[config.mk]
export PLATFORM = sky130hd
export DESIGN_NAME = idu_decode_stage
export DESIGN_NICKNAME = d
export VERILOG_FILES = /design/src/rtl/idu_decode_stage.sv
export SDC_FILE = /design/constraint.sdc
export NUM_CORES = 1
export LEC_CHECK = 0
export ABC_CLOCK_PERIOD_IN_PS = 15300
export CAP_MARGIN = 20
export CORE_ASPECT_RATIO = 0.9
export CORE_MARGIN = 3
export CORE_UTILIZATION = 35
export CTS_CLUSTER_DIAMETER = 40
export DETAILED_ROUTE_END_ITERATION = 8
export GPL_ROUTABILITY_DRIVEN = 1
export PLACE_DENSITY_LB_ADDON = 0.25
export SKIP_CTS_REPAIR_TIMING = 1
export SLEW_MARGIN = 15
export SYNTH_ARGS = -nofsm -noshare
export SYNTH_HDL_FRONTEND = slang
export SYNTH_SLANG_ARGS = --single-unit
[constraint.sdc]
create_clock -name clk -period 15.3 [get_ports clk]
set_clock_uncertainty 0.15 [all_clocks]
set_input_delay 3.825 -clock clk [delete_from_list [all_inputs] [get_ports clk]]
set_output_delay 3.825 -clock clk [all_outputs]
set_load 0.03 [all_outputs]
[src/rtl/idu_decode_stage.sv]
// Registered RV32 instruction-decode stage with a two-entry skid buffer.
// Upstream ready is a pure decode of buffer occupancy; downstream stalls never reach it combinationally.
module idu_decode_stage #(
  parameter int XLEN  = 32,
  parameter int CNT_W = 32
) (
  input  logic             clk,
  input  logic             rst,
  input  logic             flush,
  input  logic             in_valid,
  output logic             in_ready,
  input  logic [31:0]      in_inst,
  input  logic [XLEN-1:0]  in_pc,
  output logic             out_valid,
  input  logic             out_ready,
  output logic [XLEN-1:0]  out_pc,
  output logic [6:0]       out_opcode,
  output logic [4:0]       out_rd,
  output logic [2:0]       out_funct3,
  output logic [4:0]       out_rs1,
  output logic [4:0]       out_rs2,
  output logic [6:0]       out_funct7,
  output logic [XLEN-1:0]  out_imm,
  output logic [XLEN-1:0]  out_csr_imm,
  output logic             out_inv,
  output logic             out_ebreak,
  output logic             out_ecall,
  output logic [CNT_W-1:0] decoded_cnt,
  output logic [1:0]       dbg_state
);

  // Handshake: a transfer happens on a rising edge where valid & ready are both high.
  // While out_valid=1 and out_ready=0 the head payload is held unchanged.
  typedef enum logic [1:0] {EMPTY = 2'd0, ONE = 2'd1, TWO = 2'd2} state_e;

  typedef struct packed {
    logic [XLEN-1:0] pc;
    logic [31:0]     inst;
    logic [XLEN-1:0] imm;
    logic [XLEN-1:0] csr_imm;
    logic            inv;
    logic            ebreak;
    logic            ecall;
  } entry_t;

  state_e      state_q, state_d;
  entry_t      head_q, head_d, tail_q, tail_d;
  entry_t      dec;
  logic [31:0] imm32;
  logic        in_fire, out_fire;

  assign in_ready  = (state_q != TWO);
  assign out_valid = (state_q != EMPTY);
  assign in_fire   = in_valid & in_ready;
  assign out_fire  = out_valid & out_ready;
  assign dbg_state = state_q;

  always_comb begin
    imm32       = '0;
    dec         = '0;
    dec.pc      = in_pc;
    dec.inst    = in_inst;
    case (in_inst[6:0])
      7'b0110111, 7'b0010111: imm32 = {in_inst[31:12], 12'b0};
      7'b1101111: imm32 = {{12{in_inst[31]}}, in_inst[19:12], in_inst[20], in_inst[30:21], 1'b0};
      7'b0010011, 7'b1100111, 7'b0000011: imm32 = {{20{in_inst[31]}}, in_inst[31:20]};
      7'b0100011: imm32 = {{20{in_inst[31]}}, in_inst[31:25], in_inst[11:7]};
      7'b1100011: imm32 = {{20{in_inst[31]}}, in_inst[7], in_inst[30:25], in_inst[11:8], 1'b0};
      7'b0110011, 7'b1110011: imm32 = '0;
      default: dec.inv = 1'b1;
    endcase
    dec.imm     = XLEN'($signed(imm32));
    dec.csr_imm = XLEN'($signed(in_inst[31:20]));
    dec.ebreak  = (in_inst == 32'h0010_0073);
    dec.ecall   = (in_inst == 32'h0000_0073);
  end

  always_comb begin
    state_d = state_q;
    head_d  = head_q;
    tail_d  = tail_q;
    if (flush) begin
      state_d = EMPTY;
    end else begin
      case (state_q)
        EMPTY: if (in_fire) begin
          head_d  = dec;
          state_d = ONE;
        end
        ONE: begin
          if (in_fire && out_fire) begin
            head_d = dec;
          end else if (in_fire) begin
            tail_d  = dec;
            state_d = TWO;
          end else if (out_fire) begin
            state_d = EMPTY;
          end
        end
        TWO: if (out_fire) begin
          head_d  = tail_q;
          state_d = ONE;
        end
        default: state_d = EMPTY;
      endcase
    end
  end

  always_ff @(posedge clk or posedge rst) begin
    if (rst) begin
      state_q <= EMPTY;
      head_q  <= '0;
      tail_q  <= '0;
    end else begin
      state_q <= state_d;
      head_q  <= head_d;
      tail_q  <= tail_d;
    end
  end

  // An out_fire coincident with flush was already consumed downstream, so it counts.
  always_ff @(posedge clk or posedge rst) begin
    if (rst) decoded_cnt <= '0;
    else if (out_fire) decoded_cnt <= decoded_cnt + CNT_W'(1);
  end

  assign out_pc      = head_q.pc;
  assign out_opcode  = head_q.inst[6:0];
  assign out_rd      = head_q.inst[11:7];
  assign out_funct3  = head_q.inst[14:12];
  assign out_rs1     = head_q.inst[19:15];
  assign out_rs2     = head_q.inst[24:20];
  assign out_funct7  = head_q.inst[31:25];
  assign out_imm     = head_q.imm;
  assign out_csr_imm = head_q.csr_imm;
  assign out_inv     = head_q.inv;
  assign out_ebreak  = head_q.ebreak;
  assign out_ecall   = head_q.ecall;

endmodule

==> metrics.yaml <==
global_route:
  grt_use_total: 0.185
  grt_max_degree: 109
  grt_pass1_vias: 8351
  grt_pass1_wl_um: 47400
  gr-total-overflow: 0
  antenna_found_initial: 0
clocking:
  htreeDepth: 2
  clockRootBuffer: "clkbuf_16"
  clk_latency_ns: 0.51
  clk_path_buf_depth: 3
  clock_sinks: 232
  cts_buffers: 37
  clk_pin_slew_worst_paths_ns: 0.05
  cts_tree: "yes"
floorplanning:
  core_um2: 28400
  die_height_um: 168
  pin_count: 236
  dieWidth_um: 187
  dieArea_um2: 31400
  initial_core_util: 0.362
  rows: 58
sta:
  fin_crit_sh: 0.414
  hold_viol_final: 0
  final.setup.tns_ns: 0
  rsz0062_at_grt: "false"
  worstMarginPinSlew_ns: 1.05
  period_needed_ns: 6.33
  setup_slack_ns: 8.97
  slew-limit-headroom: 0.300
  fmaxAchievable_ghz: 0.158
  maxSlewViolCount: 0
  setup_viol: 0
route:
  drtAntennaViolNets: 0
  first_pass_iters: 5
  drt_iter0_drc: 606
  wire_per_inst_um: 17.0
  viasPerCell: 4.99
  drc: 0
  vias: 8703
  drt-total-wl_um: 29700
logic_synthesis:
  synth_edf_count: 0
  syn_area_um2: 10300
  avgSynthCellArea_um2: 9.01
  synth_cell_type_count: 55
  async_reset_ff_frac: 1.00
  syn_nets: 1210
  syn_inst: 1140
  synth_seq_cells: 232
  synth_ff_type: "dfrtp_1"
  ys_seq_area_frac: 0.566
  ys_warn_count: 0
status:
  status: "completed"
critical_path:
  critical_path_class: "input port to flip-flop"
  critical-path-top-delay-family: "buffers and inverters"
  startpoint_type: "input port"
  crit_buf_inv: 3
  crit_fanout: 76
  arrival_ns: 6.61
  worstSetupEndpointType: "flip-flop"
  worstPathCellList: "clkdlybuf4s50_1, nand2_1, a21oi_1, o21ba_4, buf_16, buf_4, nor2_1, a211oi_2"
  crit_required_ns: 15.58
  cpMaxStageDelayCell: "buf_4"
  critPathMaxStageDelay_ns: 0.65
placement:
  dp_slack_ns: 8.14
  placed_cells: 1674
  post-dp-hpwl_um: 18800
  place.gp.congestion: 0.764
  io_buffer_count: 235
cells_and_area:
  fill_cells: 2631
  multi_input_area_um2: 3930
  layout-drive-gt1-share: 0.0761
  area_delta_synth_final_pct: 36.1
  regArea_um2: 5810
  fin_cells: 1743
  nNetsFinal: 1396
  antenna_cells: 0
  final_core_util: 0.492
power_and_ir_drop:
  p_leak_nw: 6.12
  ir_drop_mv: 0.0939
  power_density_nw_per_um2: 151
job:
  drv_cap: 0
min_path:
  hold_path_class: "flip-flop to flip-flop"
report_power, final:
part           switching [mW]  internal (mW)  leakage (nW)  total [mW]
combinational           0.282          0.195          2.67       0.476
sequential             0.0734          0.724          2.86       0.797
clock                   0.304          0.528         0.596       0.832
layout make-up:
class / instances / share of cell area
inverters: 8 / 0.00269
well taps: 390 / 0.0349
clock buffers: 43 / 0.0694
repair buffers: 248 / 0.177
flip-flops and latches: 232 / 0.416
clock inverters: 23 / 0.0193
multi-input cells: 799 / 0.281
final timing paths:
| path | startpoint | end | slack [ns] | cells after the start |
|---|---|---|---|---|
| worst min register to register | tail_q[78]$_DFFE_PP0P_ | tail_q[78]$_DFFE_PP0P_ | 0.32 | 2 |
| worst max register to register | dbg_state[1]$_DFFE_PP0P_ | out_imm[22]$_DFFE_PP0P_ | 12.30 | 7 |
| worst min-delay path | tail_q[78]$_DFFE_PP0P_ | tail_q[78]$_DFFE_PP0P_ | 0.32 | 2 |
| max in group asynchronous | rst | out_pc[10]$_DFFE_PP0P_ | 9.89 | 3 |
| worst max-delay path | out_ready | out_imm[22]$_DFFE_PP0P_ | 8.97 | 8 |
| min in group asynchronous | rst | out_pc[19]$_DFFE_PP0P_ | 3.72 | 2 |
registers in the layout, summed over array words and instances, names as in the netlist:
register / flops
out_funct7: 6
out_inv: 1
out_ebreak: 1
out_pc: 32
decoded_cnt: 32
out_rs2: 5
out_funct3: 3
out_opcode: 7
out_rd: 5
out_imm: 32
out_csr_imm: 1
dbg_state: 2
out_ecall: 1
tail_q: 99
out_rs1: 5
worst register-to-register path, delay by kind of cell, from the launching register on:
family / cells / cell delay [ns]
buffers and inverters: 2 / 0.98
and+or+nand+nor: 2 / 0.40
AOI/OAI and AO/OA: 3 / 0.96
DFF: 1 / 0.46
per-stage QoR:
step / hold slack, ns / total power, mW / instance area, um2
2_1_floorplan: 0.290 / 1.09 / 10300
3_3_place_gp: 0.306 / 1.28 / 12700
3_5_place_dp: 0.312 / 1.29 / 12700
4_1_cts: 0.325 / 2.13 / 13900
5_1_grt: 0.342 / 2.21 / 14000
6_report: 0.323 / 2.11 / 14000
cell usage after synthesis, types with 2 or more instances:
cell | number | area share
a211oi_1 | 2 | 0.0015
a211oi_2 | 10 | 0.012
a21oi_1 | 47 | 0.023
a21oi_2 | 2 | 0.0017
a221oi_1 | 6 | 0.0051
a22o_1 | 6 | 0.0051
a22oi_1 | 5 | 0.0037
a31oi_1 | 64 | 0.039
and2_1 | 5 | 0.0030
and3_1 | 6 | 0.0037
buf_1 | 5 | 0.0018
buf_2 | 16 | 0.0078
buf_4 | 32 | 0.023
clkbuf_1 | 47 | 0.017
dfrtp_1 | 232 | 0.57
inv_1 | 7 | 0.0026
nand2_1 | 361 | 0.13
nand2b_1 | 3 | 0.0018
nand3_1 | 15 | 0.0073
nand3b_1 | 2 | 0.0015
nand4_1 | 10 | 0.0061
nand4b_1 | 3 | 0.0026
nor2_1 | 136 | 0.050
nor3_1 | 17 | 0.0083
nor4_1 | 6 | 0.0037
o21ai_0 | 5 | 0.0024
o21ai_1 | 13 | 0.0063
o21bai_1 | 2 | 0.0015
o22ai_1 | 13 | 0.0079
o31ai_1 | 3 | 0.0022
or2_2 | 3 | 0.0018
or3_1 | 2 | 0.0012
or4_4 | 2 | 0.0022
xnor2_1 | 22 | 0.019
xor2_1 | 10 | 0.0085
placed cells by master, fill, tap and decap left out, drive strengths merged, types with 15 or more instances in the layout:
cell type	Yosys	final
nor3	18	18
o21ai	18	18
a31oi	64	64
a21oi	49	49
clkdlybuf4s50	0	235
clkbuf	47	43
nand2	362	362
dfrtp	232	232
nand3	15	15
nor2	136	136
xnor2	22	22
cell families after synthesis:
group / synth area share
adders and majority gates: 0.00122
DFF: 0.566
muxes: 0.00110
xor gates and xnor gates: 0.0273
AOI/OAI and AO/OA: 0.118
buffers and inverters: 0.0542
and+or+nand+nor: 0.233
metal layers:
layer,global-route usage,share of wire,vias up
met5,0,0,-
li1,-,-,4169
met2,0.286,0.45,289
met4,0.0496,0.020,0
met3,0.0346,0.060,43
met1,0.268,0.47,4202
No activity file was read; power rests on OpenSTA's default activity.
